### src/rtl/exp_cordic_pkg.sv
// Shared constants and state encoding for the exp path: range reduction and hyperbolic CORDIC.
// Optional symmetric reduction window is selected with EXP_RR_SYMMETRIC_EN.
package exp_cordic_pkg;
   localparam int LN2_Q14      = 11357;
   localparam int HALF_LN2_Q14 = 5678;
   localparam int IN_FRAC      = 10;
   localparam int NUM_FRAC     = 14;
   // Inverse hyperbolic CORDIC gain (1/0.82816) in Q2.14.
   localparam int CORDIC_FACTOR = 19784;

   typedef enum logic [1:0] {
      IDLE   = 2'd0,
      REDUCE = 2'd1,
      DONE   = 2'd2
   } state_t;
endpackage

### src/rtl/exp_range_reduce.sv
// Sequential range reduction x = k*ln2 + r, one ln2 add/subtract per clock.
// EXP_RR_SYMMETRIC_EN centres r around zero instead of [0, ln2).
module exp_range_reduce
   import exp_cordic_pkg::*;
#(
   parameter int IN_W  = 16,
   parameter int NUM_W = 16,
   parameter int K_W   = 7,
   parameter int ACC_W = 21
) (
   input  logic                    clk,
   input  logic                    rstn,
   input  logic signed [IN_W-1:0]  x,
   input  logic                    in_valid,
   output logic                    in_ready,
   output logic signed [NUM_W-1:0] r,
   output logic signed [K_W-1:0]   k,
   output logic                    out_valid,
   input  logic                    out_ready
);
   localparam logic signed [ACC_W-1:0] LN2 = ACC_W'(LN2_Q14);
`ifdef EXP_RR_SYMMETRIC_EN
   localparam logic signed [ACC_W-1:0] LO  = -ACC_W'(HALF_LN2_Q14);
   localparam logic signed [ACC_W-1:0] HI  = ACC_W'(HALF_LN2_Q14 + 1);
`else
   localparam logic signed [ACC_W-1:0] LO  = '0;
   localparam logic signed [ACC_W-1:0] HI  = ACC_W'(LN2_Q14);
`endif

   state_t                  state;
   logic signed [ACC_W-1:0] acc;

   always_ff @(posedge clk or negedge rstn) begin
      if (!rstn) begin
         state     <= IDLE;
         acc       <= '0;
         k         <= '0;
         r         <= '0;
         in_ready  <= 1'b1;
         out_valid <= 1'b0;
      end else begin
         case (state)
            IDLE: begin
               in_ready <= 1'b1;
               if (in_valid && in_ready) begin
                  // Q6.10 -> 14 fractional bits
                  acc      <= ACC_W'(x) <<< (NUM_FRAC - IN_FRAC);
                  k        <= '0;
                  in_ready <= 1'b0;
                  state    <= REDUCE;
               end
            end
            REDUCE: begin
               if (acc < LO) begin
                  acc <= acc + LN2;
                  k   <= k - K_W'(1);
               end else if (acc >= HI) begin
                  acc <= acc - LN2;
                  k   <= k + K_W'(1);
               end else begin
                  r         <= acc[NUM_W-1:0];
                  out_valid <= 1'b1;
                  state     <= DONE;
               end
            end
            DONE: begin
               if (out_valid && out_ready) begin
                  out_valid <= 1'b0;
                  in_ready  <= 1'b1;
                  state     <= IDLE;
               end
            end
            default: begin
               state     <= IDLE;
               in_ready  <= 1'b1;
               out_valid <= 1'b0;
            end
         endcase
      end
   end
endmodule

### config.mk
export PLATFORM = sky130hd
export DESIGN_NAME = exp_range_reduce
export DESIGN_NICKNAME = d
export VERILOG_FILES = /design/src/rtl/exp_cordic_pkg.sv /design/src/rtl/exp_range_reduce.sv
export SDC_FILE = /design/constraint.sdc
export NUM_CORES = 1
export LEC_CHECK = 0
export CORE_MARGIN = 10
export CORE_UTILIZATION = 30
export CTS_CLUSTER_SIZE = 16
export DETAILED_ROUTE_END_ITERATION = 12
export DONT_BUFFER_PORTS = 1
export SYNTH_ARGS = -nofsm -noshare
export SYNTH_HDL_FRONTEND = slang
export SYNTH_SLANG_ARGS = --single-unit
### constraint.sdc
create_clock -name clk -period 6.44 [get_ports clk]
set_input_delay 1.288 -clock clk [delete_from_list [all_inputs] [get_ports clk]]
set_output_delay 1.288 -clock clk [all_outputs]
set_load 0.005 [all_outputs]
==> reports/metrics.yaml <==
floorplan:
  die_h_um: 120
  fp-row-count: 36
  die_area_sq_um: 14500
  start_util_pct: 30.9
  dieWidth_um: 120
  coreArea_sq_um: 9770
  ios: 45
worst_setup_path:
  cp.arrival_ps: 3060
  cp.depth: 5
  reg2regPathDepth: 5
  critical_path_class: "flip-flop to flip-flop"
  end_kind: "flip-flop"
  cp-start-kind: "flip-flop"
  path_delay_family: "simple AND/OR/NAND/NOR gates"
  cp_cell_sequence: "or3_1 > o21ai_1 > and2_2 > o31ai_1 > a221o_1"
  cpMaxStageDelayCell: "dfrtp_1"
  crit_fanout: 40
  critPathBufInv: 0
  cp.required_ps: 6630
  slowest_delay_ps: 780
routing:
  drc: 0
  viasPerCell: 5.38
  vias: 2335
  drt_first_pass_iters: 4
  ant_nets: 0
  totalWireLength_um: 7520
  first_iter_violations: 119
  wl_per_cell_um: 17.3
clock_tree:
  cts_root_buf: "clkbuf_8"
  cts_resized: 0
  clockBufferDepth: 2
  cts_hold_buffers: 0
  cts.htree.levels: 2
  postCtsSetupBuffers: 0
  clk_latency_ps: 310
  cts_buffers: 5
  cts_tree: "built"
  cts.sinks: 48
  clkTransAtPathRegs_ps: 90
sta:
  rsz0062_at_grt: "no"
  worstMarginPinSlew_ps: 1050
  period_needed_ps: 2860
  tns_ps: 0
  drv_slew: 0
  fmax_mhz: 349
  fin_skew_ps: 10.3
  hold_viol: 0
  slew-limit-headroom_pct: 30.3
  layout_worst_path_cycle_share_pct: 44.5
  finalSetupViolations: 0
global_routing:
  grt_first_pass_wirelength_um: 12300
  grt_use_met1_pct: 12.8
  grt_pass1_vias: 2210
  gr-total-overflow: 0
  busiest_layer: "met2"
  grt_max_degree: 49
  globalRouteMet2Util_pct: 16.4
  grt_usage_pct: 10.4
  use_met3_pct: 4.47
  grt_antenna_before_repair: 0
power_and_ir_drop:
  ir_worst_vdd_mv: 0.155
  power_report.internal_total_uw: 961
  clkPwrFrac_pct: 11.2
  power.leakage_uw: 0.00126
  combPwrFrac_pct: 48.7
  power_switching_uw: 798
  pwr-share-seq_pct: 40.1
  switching_share_pct: 45.4
  p_per_area_nw_per_um2: 557
placed_design:
  post_dp_cell_area_sq_um: 3060
  gp_congestion: 0.870
  hpwl_um: 5320
  dp.cells: 426
  io_buffers: 0
synth:
  synth_warnings: 0
  async_reset_ff_share_pct: 100
  ys_ff_latch: 48
  synth-edff-count: 0
  synth_cells: 318
  synth.avg_cell_area_sq_um: 9.49
  synth-main-ff-cell: "dfrtp_1"
  synth-seq-area-share_pct: 39.8
  netlist_area_sq_um: 3020
  synth_nets: 347
  synth_cell_types: 62
outcome:
  status: "finished clean"
cells_and_area:
  nets: 329
  antennaDiodeCount: 0
  drive_above_1_share_pct: 11.3
  instances_no_fill: 434
  fill_cells: 1031
  syn2layout_area_growth_pct: 4.56
  final_area_sq_um: 3160
job:
  maxCapViolCount: 0
hold_path:
  worstHoldPathType: "flip-flop to flip-flop"
  worstHoldPathCells: 1
[cell families (layout without fill, tap and decap cells)]
| logic type | after synthesis | after routing | synth area share, % |
|---|---|---|---|
| multiplexers | 17 | 17 | 7.13 |
| AO/OA/AOI/OAI | 105 | 105 | 24.0 |
| AND/OR/NAND/NOR | 100 | 100 | 17.7 |
| XOR/XNOR | 7 | 7 | 2.03 |
| buffers and inverters | 32 | 15 | 5.35 |
| adder cells (fa/ha/maj) | 9 | 9 | 3.98 |
| flip-flops | 48 | 48 | 39.8 |
[cell usage in the layout, fill, tap and decap left out, types with 6 or more instances in the layout]
cell / netlist / layout
mux2_2: 8 / 8
or3_1: 12 / 12
ha_1: 8 / 8
clkbuf_8: 0 / 6
mux2_4: 7 / 7
nor3_1: 9 / 8
nand3_1: 19 / 19
o21ai_0: 22 / 22
inv_1: 6 / 6
nand2_1: 18 / 18
dfrtp_1: 47 / 47
a21oi_1: 20 / 20
nor2_1: 14 / 14
a32oi_1: 7 / 7
o211ai_1: 7 / 7
[worst paths after layout]
path	startpoint	endpoint	slack [ps]
setup / recovery	acc[20]	acc[9]	3580
hold / removal	r[15]	r[15]	520
setup reg to reg	acc[20]	acc[9]	3580
hold reg to reg	r[15]	r[15]	520
max in group asynchronous	rstn	in_ready	5600
min in group asynchronous	rstn	r[11]	660
[metal layers]
metal / vias up / routed length, um
met5: - / 0
met4: 0 / 68
met3: 5 / 656
met2: 56 / 3570
met1: 1114 / 3230
li1: 1160 / -
[metrics by stage]
step	power [uW]	hold slack (ps)	worst slack, ps	util (%)
after floorplan	1410	478	3930	-
after detailed placement	1570	516	3430	31.3
final	1760	523	3580	32.3
after CTS	1780	538	3560	32.3
after global routing	1940	550	3340	32.3
after global placement	1540	509	3460	31.3
[cells in the mapped netlist (all sizes together) (2+ instances only)]
library cell,number,area (sq um)
dfrtp,47,1180
o21ai,25,125
a21oi,21,109
nand2,19,78.8
nand3,19,95.1
clkbuf,18,67.6
mux2,15,195
nor2,14,52.6
or3,13,86.3
nor3,9,45.0
buf,8,71.3
ha,8,100
a32oi,7,61.3
o211ai,7,52.6
and2,6,41.3
inv,6,22.5
a31oi,5,31.3
a21o,4,30.0
o311ai,4,35.0
xnor2,4,35.0
a211oi,3,22.5
a22oi,3,22.5
a311o,3,30.0
and3,3,18.8
nand2b,3,18.8
nor4,3,18.8
o31ai,3,22.5
or2,3,18.8
xor2,3,26.3
a2111oi,2,17.5
a221o,2,20.0
a32o,2,20.0
mux2i,2,20.0
nor2b,2,12.5
o2111a,2,22.5
o21a,2,15.0
o21bai,2,15.0
or4,2,18.8
[power groups by stage]
stage | Combinational (uW) | Clock (uW) | Sequential, uW
after floorplan | 849 | 0 | 561
after global placement | 832 | 0 | 712
after detailed placement | 854 | 0 | 719
after CTS | 862 | 206 | 713
after global routing | 973 | 221 | 750
final | 856 | 198 | 705
[layout make-up]
type                            count  area [sq um]  area share, %
Multi-Input combinational cell    238          1660           52.6
Sequential cell                    48          1200           38.1
Tap cell                          133           166           5.27
Clock buffer                        6          82.6           2.62
Inverter                            6          22.5          0.713
Clock inverter                      2          15.0          0.476
Timing Repair Buffer                1          7.51          0.238
[flip-flops by register name, indices dropped and copies added, names as in the netlist]
signal	count
r	16
out_valid	1
acc	21
state	2
in_ready	1
k	7
Note: power is estimated with default switching activity, not from simulation.
